### config.mk
export PLATFORM = sky130hd
export DESIGN_NAME = apb_master_bridge_flat
export DESIGN_NICKNAME = d
export VERILOG_FILES = /design/src/rtl/apb_master_bridge_if.sv /design/src/rtl/apb_master_bridge.sv /design/src/flat_wrapper.sv
export SDC_FILE = /design/constraint.sdc
export NUM_CORES = 1
export LEC_CHECK = 0
export BUFFER_PORTS_ARGS = -buffer_cell sky130_fd_sc_hd__buf_2
export CAP_MARGIN = 30
export CELL_PAD_IN_SITES_DETAIL_PLACEMENT = 2
export CELL_PAD_IN_SITES_GLOBAL_PLACEMENT = 2
export CORE_MARGIN = 2
export CORE_UTILIZATION = 30
export CTS_BUF_LIST = sky130_fd_sc_hd__clkbuf_16
export CTS_CLUSTER_DIAMETER = 60
export DETAILED_ROUTE_END_ITERATION = 8
export PLACE_DENSITY_LB_ADDON = 0.1
export SLEW_MARGIN = 20
export SYNTH_ARGS = -nofsm -noshare
export SYNTH_HDL_FRONTEND = slang
export SYNTH_SLANG_ARGS = --single-unit
### constraint.sdc
create_clock -name clk -period 8.2 [get_ports clk]
set_input_delay 1.64 -clock clk [delete_from_list [all_inputs] [get_ports clk]]
set_output_delay 1.64 -clock clk [all_outputs]
set_load 0.01 [all_outputs]
### src/rtl/apb_master_bridge_if.sv
// Signal bundle between the CSR command/response streams, the bridge and the APB4 slave.
// The master modport is the bridge's view; the slave modport is the environment's view.
interface apb_master_bridge_if #(
  parameter int unsigned AW = 32,
  parameter int unsigned DW = 32
);
  // Command stream
  logic            cmd_valid;
  logic            cmd_ready;
  logic            cmd_write;
  logic [AW-1:0]   cmd_addr;
  logic [DW-1:0]   cmd_wdata;
  logic [DW/8-1:0] cmd_strb;

  // Response stream
  logic            rsp_valid;
  logic            rsp_ready;
  logic [DW-1:0]   rsp_rdata;
  logic            rsp_err;

  // APB4
  logic            psel;
  logic            penable;
  logic            pwrite;
  logic [AW-1:0]   paddr;
  logic [DW-1:0]   pwdata;
  logic [DW/8-1:0] pstrb;
  logic [DW-1:0]   prdata;
  logic            pready;
  logic            pslverr;

  modport master (
    input  cmd_valid, cmd_write, cmd_addr, cmd_wdata, cmd_strb,
    output cmd_ready,
    output rsp_valid, rsp_rdata, rsp_err,
    input  rsp_ready,
    output psel, penable, pwrite, paddr, pwdata, pstrb,
    input  prdata, pready, pslverr
  );

  modport slave (
    output cmd_valid, cmd_write, cmd_addr, cmd_wdata, cmd_strb,
    input  cmd_ready,
    input  rsp_valid, rsp_rdata, rsp_err,
    output rsp_ready,
    input  psel, penable, pwrite, paddr, pwdata, pstrb,
    output prdata, pready, pslverr
  );
endinterface

### src/rtl/apb_master_bridge.sv
// Valid/ready CSR command stream to APB4 bridge: command FIFO, one outstanding transfer,
// in-order responses and a watchdog that aborts transfers to a hung slave.
module apb_master_bridge #(
  parameter int unsigned AW         = 32,
  parameter int unsigned DW         = 32,
  parameter int unsigned FIFO_DEPTH = 4,
  parameter int unsigned TIMEOUT    = 256
) (
  input  logic                 clk,
  input  logic                 rst_n,
  apb_master_bridge_if.master  bus
);

  localparam int unsigned SW = DW / 8;
  localparam int unsigned PW = $clog2(FIFO_DEPTH);
  localparam int unsigned CW = $clog2(TIMEOUT + 1);

  typedef struct packed {
    logic          write;
    logic [AW-1:0] addr;
    logic [DW-1:0] wdata;
    logic [SW-1:0] strb;
  } cmd_t;

  typedef enum logic [1:0] {StIdle, StSetup, StAccess, StResp} state_e;

  // ---------------------------------------------------------------------------
  // Command FIFO (pointers carry one extra wrap bit to tell full from empty)
  // ---------------------------------------------------------------------------
  cmd_t          mem_q [FIFO_DEPTH];
  logic [PW:0]   wptr_q, wptr_d;
  logic [PW:0]   rptr_q, rptr_d;
  logic          fifo_full, fifo_empty;
  logic          cmd_ready;
  logic          push, pop;
  cmd_t          cmd_in, head;

  assign fifo_empty = (wptr_q == rptr_q);
  assign fifo_full  = (wptr_q[PW] != rptr_q[PW]) && (wptr_q[PW-1:0] == rptr_q[PW-1:0]);
  // Held low during reset so nothing is accepted before the bridge is live.
  assign cmd_ready  = rst_n && !fifo_full;
  assign push       = bus.cmd_valid && cmd_ready;

  assign cmd_in.write = bus.cmd_write;
  assign cmd_in.addr  = bus.cmd_addr;
  assign cmd_in.wdata = bus.cmd_wdata;
  assign cmd_in.strb  = bus.cmd_strb;
  assign head         = mem_q[rptr_q[PW-1:0]];

  assign wptr_d = wptr_q + {{PW{1'b0}}, push};
  assign rptr_d = rptr_q + {{PW{1'b0}}, pop};

  always_ff @(posedge clk) begin
    if (push) begin
      mem_q[wptr_q[PW-1:0]] <= cmd_in;
    end
  end

  // ---------------------------------------------------------------------------
  // Transfer FSM
  // ---------------------------------------------------------------------------
  state_e        state_q, state_d;
  logic [CW-1:0] wd_q, wd_d;
  logic [AW-1:0] paddr_q, paddr_d;
  logic          pwrite_q, pwrite_d;
  logic [DW-1:0] pwdata_q, pwdata_d;
  logic [SW-1:0] pstrb_q, pstrb_d;
  logic [DW-1:0] rdata_q, rdata_d;
  logic          err_q, err_d;

  always_comb begin
    state_d  = state_q;
    pop      = 1'b0;
    wd_d     = wd_q;
    paddr_d  = paddr_q;
    pwrite_d = pwrite_q;
    pwdata_d = pwdata_q;
    pstrb_d  = pstrb_q;
    rdata_d  = rdata_q;
    err_d    = err_q;

    case (state_q)
      StIdle: begin
        if (!fifo_empty) begin
          pop     = 1'b1;
          state_d = StSetup;
        end
      end
      StSetup: begin
        state_d = StAccess;
      end
      StAccess: begin
        // A ready slave wins over a watchdog expiring in the same cycle.
        if (bus.pready) begin
          rdata_d = pwrite_q ? '0 : bus.prdata;
          err_d   = bus.pslverr;
          state_d = StResp;
        end else if (wd_q == CW'(TIMEOUT - 1)) begin
          rdata_d = '0;
          err_d   = 1'b1;
          state_d = StResp;
        end else begin
          wd_d = wd_q + CW'(1);
        end
      end
      StResp: begin
        if (bus.rsp_ready) begin
          if (!fifo_empty) begin
            pop     = 1'b1;
            state_d = StSetup;
          end else begin
            state_d = StIdle;
          end
        end
      end
      default: state_d = StIdle;
    endcase

    // Every pop launches a fresh transfer; reads drive zero data and strobes.
    if (pop) begin
      paddr_d  = head.addr;
      pwrite_d = head.write;
      pwdata_d = head.write ? head.wdata : '0;
      pstrb_d  = head.write ? head.strb : '0;
      wd_d     = '0;
    end
  end

  always_ff @(posedge clk or negedge rst_n) begin
    if (!rst_n) begin
      state_q  <= StIdle;
      wptr_q   <= '0;
      rptr_q   <= '0;
      wd_q     <= '0;
      paddr_q  <= '0;
      pwrite_q <= 1'b0;
      pwdata_q <= '0;
      pstrb_q  <= '0;
      rdata_q  <= '0;
      err_q    <= 1'b0;
    end else begin
      state_q  <= state_d;
      wptr_q   <= wptr_d;
      rptr_q   <= rptr_d;
      wd_q     <= wd_d;
      paddr_q  <= paddr_d;
      pwrite_q <= pwrite_d;
      pwdata_q <= pwdata_d;
      pstrb_q  <= pstrb_d;
      rdata_q  <= rdata_d;
      err_q    <= err_d;
    end
  end

  // ---------------------------------------------------------------------------
  // Outputs (decoded from state so reset drops psel/penable immediately)
  // ---------------------------------------------------------------------------
  assign bus.cmd_ready = cmd_ready;
  assign bus.psel      = (state_q == StSetup) || (state_q == StAccess);
  assign bus.penable   = (state_q == StAccess);
  assign bus.pwrite    = pwrite_q;
  assign bus.paddr     = paddr_q;
  assign bus.pwdata    = pwdata_q;
  assign bus.pstrb     = pstrb_q;
  assign bus.rsp_valid = (state_q == StResp);
  assign bus.rsp_rdata = rdata_q;
  assign bus.rsp_err   = err_q;

  // ---------------------------------------------------------------------------
  // Protocol properties
  // ---------------------------------------------------------------------------
  a_penable_needs_psel: assert property (@(posedge clk) disable iff (!rst_n)
    bus.penable |-> bus.psel);

  a_setup_one_cycle: assert property (@(posedge clk) disable iff (!rst_n)
    (bus.psel && !bus.penable) |=> (bus.psel && bus.penable));

  a_access_hold: assert property (@(posedge clk) disable iff (!rst_n)
    bus.penable |=> ($stable(bus.paddr) && $stable(bus.pwrite) &&
                     $stable(bus.pwdata) && $stable(bus.pstrb)));

  a_rsp_hold: assert property (@(posedge clk) disable iff (!rst_n)
    (bus.rsp_valid && !bus.rsp_ready) |=>
      (bus.rsp_valid && $stable(bus.rsp_rdata) && $stable(bus.rsp_err)));

endmodule

### src/flat_wrapper.sv
// flat-port wrapper written by rule: the top's interface ports become plain ports
module apb_master_bridge_flat 
#(
  parameter int unsigned AW         = 32,
  parameter int unsigned DW         = 32,
  parameter int unsigned FIFO_DEPTH = 4,
  parameter int unsigned TIMEOUT    = 256
)
  (clk, rst_n, bus_cmd_valid, bus_cmd_write, bus_cmd_addr, bus_cmd_wdata, bus_cmd_strb, bus_cmd_ready, bus_rsp_valid, bus_rsp_rdata, bus_rsp_err, bus_rsp_ready, bus_psel, bus_penable, bus_pwrite, bus_paddr, bus_pwdata, bus_pstrb, bus_prdata, bus_pready, bus_pslverr);
  apb_master_bridge_if #(.AW(AW), .DW(DW)) bus_i ();
  input  logic clk;
  input  logic rst_n;
  input wire logic [$bits(bus_i.cmd_valid)-1:0] bus_cmd_valid;
  input wire logic [$bits(bus_i.cmd_write)-1:0] bus_cmd_write;
  input wire logic [$bits(bus_i.cmd_addr)-1:0] bus_cmd_addr;
  input wire logic [$bits(bus_i.cmd_wdata)-1:0] bus_cmd_wdata;
  input wire logic [$bits(bus_i.cmd_strb)-1:0] bus_cmd_strb;
  output wire logic [$bits(bus_i.cmd_ready)-1:0] bus_cmd_ready;
  output wire logic [$bits(bus_i.rsp_valid)-1:0] bus_rsp_valid;
  output wire logic [$bits(bus_i.rsp_rdata)-1:0] bus_rsp_rdata;
  output wire logic [$bits(bus_i.rsp_err)-1:0] bus_rsp_err;
  input wire logic [$bits(bus_i.rsp_ready)-1:0] bus_rsp_ready;
  output wire logic [$bits(bus_i.psel)-1:0] bus_psel;
  output wire logic [$bits(bus_i.penable)-1:0] bus_penable;
  output wire logic [$bits(bus_i.pwrite)-1:0] bus_pwrite;
  output wire logic [$bits(bus_i.paddr)-1:0] bus_paddr;
  output wire logic [$bits(bus_i.pwdata)-1:0] bus_pwdata;
  output wire logic [$bits(bus_i.pstrb)-1:0] bus_pstrb;
  input wire logic [$bits(bus_i.prdata)-1:0] bus_prdata;
  input wire logic [$bits(bus_i.pready)-1:0] bus_pready;
  input wire logic [$bits(bus_i.pslverr)-1:0] bus_pslverr;
  assign bus_i.cmd_valid = bus_cmd_valid;
  assign bus_i.cmd_write = bus_cmd_write;
  assign bus_i.cmd_addr = bus_cmd_addr;
  assign bus_i.cmd_wdata = bus_cmd_wdata;
  assign bus_i.cmd_strb = bus_cmd_strb;
  assign bus_cmd_ready = bus_i.cmd_ready;
  assign bus_rsp_valid = bus_i.rsp_valid;
  assign bus_rsp_rdata = bus_i.rsp_rdata;
  assign bus_rsp_err = bus_i.rsp_err;
  assign bus_i.rsp_ready = bus_rsp_ready;
  assign bus_psel = bus_i.psel;
  assign bus_penable = bus_i.penable;
  assign bus_pwrite = bus_i.pwrite;
  assign bus_paddr = bus_i.paddr;
  assign bus_pwdata = bus_i.pwdata;
  assign bus_pstrb = bus_i.pstrb;
  assign bus_i.prdata = bus_prdata;
  assign bus_i.pready = bus_pready;
  assign bus_i.pslverr = bus_pslverr;
  apb_master_bridge #(.AW(AW), .DW(DW), .FIFO_DEPTH(FIFO_DEPTH), .TIMEOUT(TIMEOUT)) u_core (.clk(clk), .rst_n(rst_n), .bus(bus_i));
endmodule
==> results.sh, run 1 <==
export IMPL_status="complete, no violations"
export IMPL_clock_latency_ns=0.57
export IMPL_vias=8029
export IMPL_antenna_found_initial=8
export IMPL_rows=81
export IMPL_switching_share=0.318
export IMPL_hold_path_class="register to register"
export IMPL_synth_xor_area_frac=0.00765
export IMPL_synth_edff_count=276
export IMPL_layoutNonFillerInstCount=1771
export IMPL_synth_largest_area_cell="edfxtp_1"
export IMPL_setup_worst_path_start_class="primary input"
export IMPL_critPathTopFamily="buffers and inverters"
export IMPL_finalWeightedCongestion=0.661
export IMPL_syn_inst=828
export IMPL_slowest_stage="buf_16"
export IMPL_post_route_util=0.374
export IMPL_synthTopCellsByArea="edfxtp_1 56%, dfrtp_1 20%, mux4_2 10%"
export IMPL_dieWidth_um=227
export IMPL_die_h_um=227
export IMPL_numPortBuffers=212
export IMPL_grt_pass1_vias=9075
export IMPL_postLayoutSetupSlackWorst_ns=3.97
export IMPL_cts_hold_fix_buffers=0
export IMPL_firstDrtPassIters=4
export IMPL_layout_drive_gt1_share=0.369
export IMPL_synth_top_family_by_area="multiplexers"
export IMPL_grt_remaining_overflow=0
export IMPL_setup_tns_ns=0
export IMPL_slowest_delay_ns=0.34
export IMPL_critPathArrivalTime_ns=2.59
export IMPL_start_util=0.304
export IMPL_endpoint_kind="primary output"
export IMPL_cap_violations=0
export IMPL_clock_sinks=395
export IMPL_synth_top_cell_area_share=0.557
export IMPL_fillerInstances=4827
export IMPL_leakagePower_nw=7.13
export IMPL_core_region_area_mm2=0.0490
export IMPL_cts_setup_buffers=0
export IMPL_antenna_left=0
export IMPL_post_dp_hpwl_um=22500
export IMPL_via_per_inst=4.53
export IMPL_routed_wl_um=36800
export IMPL_critPathBufInv=3
export IMPL_dieArea_mm2=0.0514
export IMPL_place_ws_ns=3.46
export IMPL_cts_root_buf="clkbuf_16"
export IMPL_h_tree_depth=2
export IMPL_post_synth_cell_area_avg_um2=18.0
export IMPL_finalInstanceArea_mm2=0.0183
export IMPL_ys_warn_count=0
export IMPL_place_area_mm2=0.0168
export IMPL_synth_ff_type="edfxtp_1"
export IMPL_synthAdderAreaFrac=0.00840
export IMPL_synth_distinct_cells=34
export IMPL_area_growth_pct=22.9
export IMPL_clkTransAtPathRegs_ns=0.05
export IMPL_rrSetupSlack_ns=4.68
export IMPL_p_int_mw=4.60
export IMPL_netSwitchingPower_mw=2.14
export IMPL_combinationalPowerShare=0.287
export IMPL_reg2reg_depth=7
export IMPL_max_slew_margin=0.388
export IMPL_track_usage=0.146
export IMPL_synth_nets=945
export IMPL_rsz0062_at_grt="false"
export IMPL_dp_cells=1678
export IMPL_synth_mux_area_frac=0.129
export IMPL_cts_buffer_depth=3
export IMPL_cts_resized=0
export IMPL_required_ns=6.56
export IMPL_period_minus_slack_ns=4.23
export IMPL_drtIter0Drc=368
export IMPL_yosys_area_share_simple=0.0380
export IMPL_cts_tree="done"
export IMPL_ys_ff_latch=395
export IMPL_hold_viol=0
export IMPL_fin_crit_sh=0.515
export IMPL_p_seq_frac=0.421
export IMPL_crit_type="primary input to primary output"
export IMPL_drcViolationCount=0
export IMPL_path_cells="buf_6 > buf_16 > o31a_1 > buf_2"
export IMPL_hold_path_cell_count=2
export IMPL_min_from="u_core.bus.pwdata[23]"
export IMPL_setup_violations=0
export IMPL_grt_max_degree=83
export IMPL_nets=1182
export IMPL_powerDensity_mw_per_mm2=368
export IMPL_grt_pass1_wl_um=56100
export IMPL_fmax_mhz=237
export IMPL_r2r_end="u_core.mem_q[2][49]"
export IMPL_whs_endpoint="u_core.bus.pwdata[23]"
export IMPL_skew_ns=0.0143
export IMPL_ios=213
export IMPL_crit_fanout=67
export IMPL_async_flop_share=0.301
export IMPL_tightest_slew_ns=0.918
export IMPL_wire_per_inst_um=20.8
export IMPL_seq_area_frac_synth=0.757
export IMPL_r2r_start="u_core.rptr_q[0]"
export IMPL_finalMaxSlewViolations=0
export IMPL_synth_compound_area_frac=0.0368
export IMPL_peakVddDrop_mv=0.176
export IMPL_cts_buffers=47
export IMPL_clockPowerShare=0.292
export IMPL_synth_area_mm2=0.0149
[through the flow]
step / hold slack [ns] / total power, mW
2_1_floorplan: 0.473 / 4.13
3_3_place_gp: 0.457 / 4.83
3_5_place_dp: 0.463 / 4.88
4_1_cts: 0.476 / 6.89
5_1_grt: 0.500 / 7.17
6_report: 0.469 / 6.73
[layer usage]
metal | up-vias | track usage | wire [um]
met1 | 4160 | 0.191 | 16400
li1 | 3603 | - | -
met4 | 10 | 0.0359 | 694
met5 | - | 0 | 66
met2 | 192 | 0.240 | 17400
met3 | 64 | 0.0429 | 2200
[placed cells by master (no fill, tap or decap), types with 8 or more instances in the layout]
| cell | count |
|---|---|
| mux4_2 | 68 |
| nand2_1 | 110 |
| clkinv_2 | 8 |
| ha_1 | 10 |
| edfxtp_1 | 276 |
| o21ai_0 | 33 |
| clkinv_1 | 14 |
| dfrtp_1 | 117 |
| buf_4 | 16 |
| mux2_2 | 33 |
| o31ai_1 | 36 |
| buf_2 | 211 |
| nor2_1 | 14 |
| clkbuf_16 | 48 |
| inv_1 | 55 |
[worst register-to-register path, delay by kind of cell, from the launching register on]
kind | cells | cell delay, ns
xor gates and xnor gates | 1 | 0.37
DFF | 1 | 0.69
and+or+nand+nor | 2 | 0.44
AOI/OAI and AO/OA | 1 | 0.21
buffers and inverters | 3 | 1.41
[area by class of cell]
type                    instances  area (um2)  area share
flip-flops and latches        395       11300       0.616
multi-input cells             347        3320       0.181
inverters                      44         165     0.00902
clock inverters                40         262      0.0143
repair buffers                230        1240      0.0679
well taps                     664         831      0.0454
diodes                          3        7.51    0.000410
clock buffers                  48        1200      0.0656
[power by group through the flow]
stage	Sequential, mW	Combinational, mW	Clock [mW]
finish	2.84	1.93	1.96
floorplan	2.91	1.22	0
CTS	2.90	1.95	2.04
detailed placement	2.93	1.95	0
global route	2.90	2.16	2.11
global placement	2.92	1.91	0
[worst max path at each step]
stage,from,endpoint,slack (ns),depth (start not counted)
after floorplan,rst_n,u_core.mem_q[1][0],0.57,3
after global placement,rst_n,u_core.mem_q[1][65],3.50,6
after detailed placement,rst_n,u_core.mem_q[2][49],3.46,6
after CTS,rst_n,bus_cmd_ready,3.73,3
after global routing,rst_n,bus_cmd_ready,3.83,4
final,rst_n,bus_cmd_ready,3.97,4
[cell families after synthesis]
logic type | count (synthesis)
flops | 395
buf+inv | 86
xor+xnor | 13
mux | 103
fa+ha+maj | 10
simple gates | 140
compound gates | 81
[flip-flops by register name (all words and copies together), names as in the netlist]
name / cells
u_core.rptr_q: 3
u_core.wd_q: 9
u_core.bus.paddr: 32
u_core.wptr_q: 3
u_core.bus.pwdata: 32
u_core.mem_q: 276
u_core.bus.rsp_rdata: 32
u_core.bus.rsp_err: 1
u_core.bus.pwrite: 1
u_core.bus.pstrb: 4
u_core.state_q: 2
[cells in the mapped netlist (2+ instances only)]
library cell	number
nor3b_1	2
o31ai_1	36
edfxtp_1	276
nand2_1	110
buf_2	18
clkbuf_1	23
mux4_2	68
xor2_1	6
xnor2_1	7
o21ai_0	34
mux2_2	33
a21oi_1	2
mux2i_1	2
nor3_1	5
ha_1	10
dfrtp_1	119
inv_1	43
a21o_1	2
nand4_1	2
nor2_1	15
nand3_1	2
(Power assumes the default switching activity.)
==> run 2, diff against run 1 <==
Clock period 8.2 ns to 3.45 ns, I/O delays scaled along.
==> run 2 against run 1 <==
  * Count of clock-buffer cells in the layout did not move
  * Final cell count fell by 0.17%
  * Worst setup slack worse by 3.2 ns
  * Via count decreased by 0.30%
  * Sequential share of layout area is 0.29 points lower
  * Register-to-register slack lost 3.5 ns
  * Critical path depth stayed put
  * Clock power grew 140%
  * Global-route usage shrank 0.12 points
  * Cell area increased by 0.49%
  * First-iteration DRC count down 12%
==> results.sh, run 2 (synthesis results as in run 1) <==
export IMPL_die_h_um=227
export IMPL_grt_max_degree=72
export IMPL_numPortBuffers=212
export IMPL_grt_pass1_wl_um=55600
export IMPL_period_minus_slack_ns=2.67
export IMPL_ios=213
export IMPL_max_slew_margin=0.494
export IMPL_place_ws_ns=0.921
export IMPL_area_growth_pct=23.5
export IMPL_endpoint_kind="primary output"
export IMPL_fin_crit_sh=0.774
export IMPL_cts_tree="done"
export IMPL_layout_drive_gt1_share=0.369
export IMPL_finalMaxSlewViolations=0
export IMPL_slowest_stage="dlygate4sd3_1"
export IMPL_leakagePower_nw=7.15
export IMPL_clock_latency_ns=0.57
export IMPL_antenna_found_initial=6
export IMPL_dieWidth_um=227
export IMPL_post_dp_hpwl_um=22000
export IMPL_cts_root_buf="clkbuf_16"
export IMPL_powerDensity_mw_per_mm2=875
export IMPL_postLayoutSetupSlackWorst_ns=0.779
export IMPL_path_cells="dlygate4sd3_1 > buf_6 > o31a_1 > buf_2"
export IMPL_drtIter0Drc=323
export IMPL_via_per_inst=4.53
export IMPL_rsz0062_at_grt="false"
export IMPL_status="complete, no violations"
export IMPL_cap_violations=0
export IMPL_setup_violations=0
export IMPL_h_tree_depth=2
export IMPL_whs_endpoint="u_core.mem_q[1][23]"
export IMPL_largest_reg_flops=276
export IMPL_start_util=0.304
export IMPL_core_region_area_mm2=0.0490
export IMPL_holdWs_ns=0.337
export IMPL_clock_sinks=395
export IMPL_grt_remaining_overflow=0
export IMPL_cts_buffer_depth=3
export IMPL_layout_commonest_cell="edfxtp_1"
export IMPL_firstDrtPassIters=4
export IMPL_hold_path_class="primary input to register"
export IMPL_dieArea_mm2=0.0514
export IMPL_hold_path_cell_count=1
export IMPL_cts_buffers=47
export IMPL_routed_wl_um=36400
export IMPL_finalWeightedCongestion=0.687
export IMPL_rrSetupSlack_ns=1.15
export IMPL_vias=8005
export IMPL_clkTransAtPathRegs_ns=0.06
export IMPL_reg2reg_depth=8
export IMPL_rows=81
export IMPL_fmax_mhz=374
export IMPL_r2r_end="u_core.wd_q[6]"
export IMPL_crit_type="primary input to primary output"
export IMPL_nets=1181
export IMPL_total_power_mw=16.1
export IMPL_min_from="bus_cmd_wdata[19]"
export IMPL_track_usage=0.145
export IMPL_antenna_left=0
export IMPL_crit_fanout=32
export IMPL_fillerInstances=4810
export IMPL_cts_resized=0
export IMPL_grt_pass1_vias=8908
export IMPL_wire_per_inst_um=20.6
export IMPL_final_cell_mix="276 x edfxtp_1, 211 x buf_2, 116 x dfrtp_1, 109 x nand2_1, 68 x mux4_2"
export IMPL_setup_tns_ns=0
export IMPL_critPathArrivalTime_ns=1.98
export IMPL_hold_viol=0
export IMPL_slowest_delay_ns=0.55
export IMPL_peakVddDrop_mv=0.608
export IMPL_required_ns=2.76
export IMPL_tightest_slew_ns=0.759
export IMPL_setup_worst_path_start_class="primary input"
export IMPL_r2r_start="u_core.wd_q[0]"
export IMPL_drcViolationCount=0
export IMPL_skew_ns=0.0166
==> run 2: changes by cell type in the layout (fill, tap and decap cells not counted), sizes merged <==
| cell | previous run | this run |
|---|---|---|
| buf | 230 | 228 |
| clkinv | 23 | 12 |
| clkinvlp | 0 | 4 |
| diode | 3 | 2 |
| dlygate4sd3 | 0 | 1 |
| inv | 58 | 64 |
==> run 2: power breakdown <==
group	leakage [nW]	switching, mW	internal (mW)
logic	2.36	2.72	2.06
registers	4.02	0.457	6.15
clock network	0.774	1.95	2.74
total	7.15	5.13	11.0
==> run 2: per-layer routing <==
metal  track usage  up-vias  routed length (um)
met5             0        -                  50
met4        0.0390        8                 744
met3        0.0407       64                1920
met2         0.237      176               17600
met1         0.190     4160               16100
li1              -     3597                   -
==> run 2: final cells by class <==
type | count | area, um2 | area share
Tap cell | 664 | 831 | 0.0452
Antenna cell | 2 | 5.00 | 0.000272
Timing Repair Buffer | 229 | 1280 | 0.0699
Inverter | 44 | 165 | 0.00898
Multi-Input combinational cell | 347 | 3360 | 0.182
Sequential cell | 395 | 11300 | 0.613
Clock inverter | 39 | 273 | 0.0148
Clock buffer | 48 | 1200 | 0.0653
==> run 2: worst max-delay path by stage <==
stage,from,end,slack [ns],cells past startpoint
2_1_floorplan,u_core.rptr_q[1],u_core.mem_q[3][0],0.04,5
3_3_place_gp,rst_n,u_core.mem_q[2][35],0.95,5
3_5_place_dp,rst_n,u_core.mem_q[2][29],0.92,5
4_1_cts,rst_n,bus_cmd_ready,0.75,4
5_1_grt,rst_n,bus_cmd_ready,0.70,4
6_report,rst_n,bus_cmd_ready,0.78,4
==> run 2: per-stage QoR <==
stage | cell area, um2 | utilization | instances
floorplan | 14900 | - | 828
global placement | 16900 | 0.345 | 1678
detailed placement | 16900 | 0.345 | 1678
CTS | 18400 | 0.376 | 1766
global route | 18400 | 0.376 | 1766
finish | 18400 | 0.376 | 1768
==> run 2: critical path, delay by kind of cell <==
kind / cells / cell delay, ns
buf+inv: 3 / 1.02
compound gates: 1 / 0.24
==> run 2: repair_timing <==
action | 4_1_cts | 5_1_grt
endpoints found under the hold margin | 29 | 0
setup endpoints to repair | 0 | 0
hold buffers | 1 | 0
buffers inserted | 0 | 0
